### config.mk
export PLATFORM = sky130hd
export DESIGN_NAME = multicycle_seq_s
export DESIGN_NICKNAME = d
export VERILOG_FILES = /design/src/rtl/multicycle_seq_s.sv
export SDC_FILE = /design/constraint.sdc
export NUM_CORES = 1
export LEC_CHECK = 0
export BUFFER_PORTS_ARGS = -buffer_cell sky130_fd_sc_hd__buf_2
export CELL_PAD_IN_SITES_DETAIL_PLACEMENT = 0
export CELL_PAD_IN_SITES_GLOBAL_PLACEMENT = 1
export CORE_MARGIN = 5
export CORE_UTILIZATION = 38
export CTS_BUF_LIST = sky130_fd_sc_hd__clkbuf_4 sky130_fd_sc_hd__clkbuf_8
export CTS_CLUSTER_DIAMETER = 100
export DETAILED_ROUTE_END_ITERATION = 6
export PLACE_DENSITY_LB_ADDON = 0.1
export SKIP_CTS_REPAIR_TIMING = 1
export SLEW_MARGIN = 20
export SYNTH_ARGS = -nofsm -noshare
export SYNTH_HDL_FRONTEND = slang
export SYNTH_SLANG_ARGS = --single-unit
### constraint.sdc
create_clock -name clk -period 1.8 [get_ports clk]
set_clock_uncertainty 0.15 [all_clocks]
set_input_delay 0.18 -clock clk [delete_from_list [all_inputs] [get_ports clk]]
set_output_delay 0.18 -clock clk [all_outputs]
set_load 0.005 [all_outputs]
### src/rtl/multicycle_seq_s.sv
// Multi-cycle RV32I control sequencer: FETCH -> DECODE -> EXEC -> MEM -> WB.
// Drives the shared memory port and the PC/IR/regfile enables; halts on an illegal opcode or a memory timeout.
module multicycle_seq_s #(
  parameter int TIMEOUT = 16,
  parameter int CNT_W   = 32
) (
  input  logic             clk,
  input  logic             rst,
  input  logic [6:0]       op,
  input  logic             branch_taken,
  input  logic             mem_ready,
  output logic             mem_req,
  output logic             mem_we,
  output logic             addr_sel,
  output logic             ir_we,
  output logic             reg_we,
  output logic             pc_we,
  output logic [1:0]       pc_src,
  output logic [CNT_W-1:0] instret,
  output logic             halted,
  output logic [1:0]       halt_cause
);

  localparam int WAIT_W = $clog2(TIMEOUT + 1);

  localparam logic [6:0] OP_R     = 7'b0110011;
  localparam logic [6:0] OP_IMM   = 7'b0010011;
  localparam logic [6:0] OP_LOAD  = 7'b0000011;
  localparam logic [6:0] OP_STORE = 7'b0100011;
  localparam logic [6:0] OP_BR    = 7'b1100011;
  localparam logic [6:0] OP_JAL   = 7'b1101111;
  localparam logic [6:0] OP_JALR  = 7'b1100111;
  localparam logic [6:0] OP_LUI   = 7'b0110111;
  localparam logic [6:0] OP_AUIPC = 7'b0010111;

  typedef enum logic [2:0] {
    S_FETCH, S_DECODE, S_EXEC, S_MEM, S_WB, S_HALT
  } state_t;

  state_t              state_q, state_d;
  logic [WAIT_W-1:0]   wait_q, wait_d;
  logic [CNT_W-1:0]    instret_q, instret_d;
  logic                halted_q, halted_d;
  logic [1:0]          cause_q, cause_d;

  logic is_legal, is_branch, is_load, is_store, is_jal, is_jalr;
  logic wait_expired;
  logic mem_req_c, mem_we_c, addr_sel_c, ir_we_c, reg_we_c, pc_we_c;
  logic [1:0] pc_src_c;

  always_comb begin
    is_branch = (op == OP_BR);
    is_load   = (op == OP_LOAD);
    is_store  = (op == OP_STORE);
    is_jal    = (op == OP_JAL);
    is_jalr   = (op == OP_JALR);
    is_legal  = (op == OP_R) || (op == OP_IMM) || is_load || is_store || is_branch ||
                is_jal || is_jalr || (op == OP_LUI) || (op == OP_AUIPC);
  end

  // wait_q counts earlier waiting cycles, so this is the TIMEOUT-th waiting cycle
  assign wait_expired = (wait_q == WAIT_W'(TIMEOUT - 1)) && !mem_ready;

  always_comb begin
    state_d    = state_q;
    wait_d     = '0;
    instret_d  = instret_q;
    halted_d   = halted_q;
    cause_d    = cause_q;
    mem_req_c  = 1'b0;
    mem_we_c   = 1'b0;
    addr_sel_c = 1'b0;
    ir_we_c    = 1'b0;
    reg_we_c   = 1'b0;
    pc_we_c    = 1'b0;
    pc_src_c   = 2'b00;
    case (state_q)
      S_FETCH: begin
        mem_req_c = 1'b1;
        if (mem_ready) begin
          ir_we_c = 1'b1;
          state_d = S_DECODE;
        end else if (wait_expired) begin
          state_d  = S_HALT;
          halted_d = 1'b1;
          cause_d  = 2'b10;
        end else begin
          wait_d = wait_q + WAIT_W'(1);
        end
      end
      S_DECODE: begin
        if (!is_legal) begin
          state_d  = S_HALT;
          halted_d = 1'b1;
          cause_d  = 2'b01;
        end else begin
          state_d = S_EXEC;
        end
      end
      S_EXEC: begin
        if (is_branch) begin
          pc_we_c   = 1'b1;
          pc_src_c  = {1'b0, branch_taken};
          instret_d = instret_q + CNT_W'(1);
          state_d   = S_FETCH;
        end else if (is_load || is_store) begin
          state_d = S_MEM;
        end else begin
          state_d = S_WB;
        end
      end
      S_MEM: begin
        mem_req_c  = 1'b1;
        addr_sel_c = 1'b1;
        mem_we_c   = is_store;
        if (mem_ready) begin
          if (is_store) begin
            pc_we_c   = 1'b1;
            instret_d = instret_q + CNT_W'(1);
            state_d   = S_FETCH;
          end else begin
            state_d = S_WB;
          end
        end else if (wait_expired) begin
          state_d  = S_HALT;
          halted_d = 1'b1;
          cause_d  = 2'b10;
        end else begin
          wait_d = wait_q + WAIT_W'(1);
        end
      end
      S_WB: begin
        reg_we_c  = 1'b1;
        pc_we_c   = 1'b1;
        pc_src_c  = is_jal ? 2'b10 : (is_jalr ? 2'b11 : 2'b00);
        instret_d = instret_q + CNT_W'(1);
        state_d   = S_FETCH;
      end
      default: state_d = S_HALT;
    endcase
  end

  always_ff @(posedge clk or posedge rst) begin
    if (rst) begin
      state_q   <= S_FETCH;
      wait_q    <= '0;
      instret_q <= '0;
      halted_q  <= 1'b0;
      cause_q   <= 2'b00;
    end else begin
      state_q   <= state_d;
      wait_q    <= wait_d;
      instret_q <= instret_d;
      halted_q  <= halted_d;
      cause_q   <= cause_d;
    end
  end

  // Reset aborts in-flight work immediately, including the combinational strobes
  assign mem_req    = mem_req_c  & ~rst;
  assign mem_we     = mem_we_c   & ~rst;
  assign addr_sel   = addr_sel_c & ~rst;
  assign ir_we      = ir_we_c    & ~rst;
  assign reg_we     = reg_we_c   & ~rst;
  assign pc_we      = pc_we_c    & ~rst;
  assign pc_src     = rst ? 2'b00 : pc_src_c;
  assign instret    = instret_q;
  assign halted     = halted_q;
  assign halt_cause = cause_q;

endmodule
==> flow_metrics.env <==
export IMPL_fp_dieH_um=87.5
export IMPL_grt_start_max_net_pins=44
export IMPL_ys_types=49
export IMPL_drc=0
export IMPL_drt_iter0_markers=54
export IMPL_area_growth_synth_to_final_pct=43.5
export IMPL_via_count=1999
export IMPL_peakVddDrop_mv=0.350
export IMPL_syn_inst=224
export IMPL_cts_root_buf="clkbuf_8"
export IMPL_ys_seq_elements=43
export IMPL_path_cells="and4bb_1, o211a_4, nor2_4, buf_12, nor2_2, buf_2"
export IMPL_yosysTopAreaCell="dfrtp_1"
export IMPL_start_kind="flop"
export IMPL_max_freq_mhz=524
export IMPL_synth_edf_count=0
export IMPL_p_per_area_nw_per_um2=544
export IMPL_postRouteAntennaNets=0
export IMPL_dp_hpwl_um=4070
export IMPL_gp_congestion=0.788
export IMPL_wirelength_um=5740
export IMPL_cp_slowest_cell="dfrtp_1"
export IMPL_rows=28
export IMPL_grt_pass1_wl_um=9240
export IMPL_setup_violations=14
export IMPL_grt_ovfl_total=0
export IMPL_cts_max_path_buffers=2
export IMPL_antennaDiodeCount=0
export IMPL_cts_clk_slew_worst_paths_ps=90
export IMPL_nets=345
export IMPL_utilization=0.557
export IMPL_die_x_um=87.5
export IMPL_p_leak_nw=1.81
export IMPL_start_util=0.388
export IMPL_ys_warn_count=0
export IMPL_avgSynthCellArea_um2=10.2
export IMPL_syn_area_um2=2280
export IMPL_endpoint_kind="output pin"
export IMPL_die_area_um2=7660
export IMPL_violations="negative hold slack, negative setup slack"
export IMPL_slowest_delay_ps=370
export IMPL_regToRegSetupSlack_ps=-80
export IMPL_finalPower_mw=1.78
export IMPL_synth_top_area_frac=0.471
export IMPL_numCtsBuffers=5
export IMPL_layout_drive_gt1_share=0.447
export IMPL_crit_fanout=7
export IMPL_grt_setup_unrepaired="yes"
export IMPL_worstPathArrival_ps=1580
export IMPL_tightest_slew_ps=556
export IMPL_synth_ff_type="dfrtp_1"
export IMPL_worst_slack_ps=-108
export IMPL_tns_ps=-596
export IMPL_drt_pass1_iterations=4
export IMPL_cts_tree="yes"
export IMPL_grt_total_usage=0.151
export IMPL_hold_class="primary input to asynchronous set/reset pin"
export IMPL_clock_latency_ps=300
export IMPL_r2r_start="state_q[2]$_DFF_PP0_"
export IMPL_synth_async_sr_flop_share=1.00
export IMPL_synth_area_leaders="dfrtp_1, xor2_1, xnor2_1"
export IMPL_first_global_vias=1961
export IMPL_htree_levels=2
export IMPL_wire_per_inst_um=14.1
export IMPL_fin_crit_sh=1.06
export IMPL_reg2reg_to="instret[19]$_DFFE_PP0P_"
export IMPL_design_core_area_um2=5890
export IMPL_portBuffers=53
export IMPL_cap_viol_max_count=0
export IMPL_criticalPathCategory="flop to output pin"
export IMPL_run_status="finished with violations"
export IMPL_cts_sinks=43
export IMPL_slew_viol_final=0
export IMPL_cp_data_required_time_ps=1470
export IMPL_min_period_ps=1910
export IMPL_vias_per_cell=4.90
export IMPL_whs_ps=-45.6
export IMPL_slew_headroom=0.629
export IMPL_ios=54
export IMPL_rr_worst_depth=8
export IMPL_syn_num_nets=237
export IMPL_grt_antenna_before_repair=0
export IMPL_yosysSeqAreaShare=0.471
export IMPL_hold_viol=43
## worst max-delay path by stage
stage | startpoint | endpoint | slack [ps] | cells after the start
after floorplan | rst | pc_we | 10 | 3
after global placement | state_q[1]$_DFF_PP0_ | instret[5]$_DFFE_PP0P_ | -20 | 6
after detailed placement | state_q[1]$_DFF_PP0_ | instret[5]$_DFFE_PP0P_ | -60 | 6
after CTS | state_q[0]$_DFF_PP0_ | pc_we | -180 | 6
after global routing | state_q[0]$_DFF_PP0_ | pc_src[1] | -190 | 6
final | state_q[2]$_DFF_PP0_ | pc_we | -110 | 6
## report_power, final
group	total [mW]	leakage, nW	switching (mW)	internal, mW
clock	0.753	0.0581	0.340	0.413
combinational	0.0635	1.19	0.0409	0.0226
sequential	0.965	0.568	0	0.965
total	1.78	1.81	0.381	1.40
## synthesized netlist by cell type (2+ instances only)
cell type	n
nor2_1	23
dfrtp_1	43
or3b_1	2
nand4_1	6
xnor2_1	12
ha_1	2
and3_1	5
or3_1	2
o21ai_0	3
a31oi_1	2
nor3_2	7
a21oi_1	3
nor2b_1	6
buf_2	2
nor4_2	2
nor3_1	11
nand4_2	2
inv_1	7
xor2_1	22
nand2_1	20
nand3_1	14
## stage by stage
stage | std cells | setup WS (ps) | cell area (um2)
after global routing | 408 | -192 | 3280
after detailed placement | 385 | -60.4 | 2910
after floorplan | 224 | 11.5 | 2280
final | 408 | -108 | 3280
after CTS | 393 | -182 | 3030
after global placement | 385 | -21.3 | 2910
## metal layers
metal,part of all wire,vias to the layer above,GRT usage
met5,0,-,0
met4,0.0092,0,0.0335
met3,0.043,5,0.0360
met2,0.50,40,0.255
met1,0.45,954,0.196
li1,-,1000,-
## state kept, by name (all words and copies together), names as in the netlist
| register | cells |
|---|---|
| halt_cause | 2 |
| halted | 1 |
| instret | 32 |
| state_q | 3 |
| wait_q | 5 |
## cells in the final DEF (no fill, tap or decap), drive strengths merged, types with 5 or more instances in the layout
| cell | synthesis | layout |
|---|---|---|
| and3 | 5 | 5 |
| buf | 3 | 105 |
| clkbuf | 2 | 6 |
| dfrtp | 43 | 43 |
| inv | 7 | 6 |
| nand2 | 20 | 20 |
| nand3 | 14 | 14 |
| nand4 | 8 | 8 |
| nor2 | 24 | 24 |
| nor2b | 6 | 6 |
| nor3 | 19 | 19 |
| xnor2 | 12 | 12 |
| xor2 | 22 | 22 |
## area by class of cell
cell class	count	area [um2]
sequential	43	1080
clock inverter	3	43.8
tap	75	93.8
timing repair buffer	106	701
fill	551	2610
clock buffer	5	68.8
multi-input combinational	169	1270
inverter	7	26.3
## logic make-up after synthesis
| family | synth area share |
|---|---|
| xor gates and xnor gates | 0.130 |
| DFF | 0.471 |
| buffers and inverters | 0.0230 |
| adders and majority gates | 0.0110 |
| AOI/OAI and AO/OA | 0.0619 |
| and+or+nand+nor | 0.302 |
## critical path: cells and delay by family (launching register included)
kind / cells / cell delay [ps]
flip-flops: 1 / 370
AND/OR/NAND/NOR: 3 / 450
AO/OA/AOI/OAI: 1 / 210
buffers and inverters: 2 / 260
Note: power is estimated with default switching activity, not from simulation.
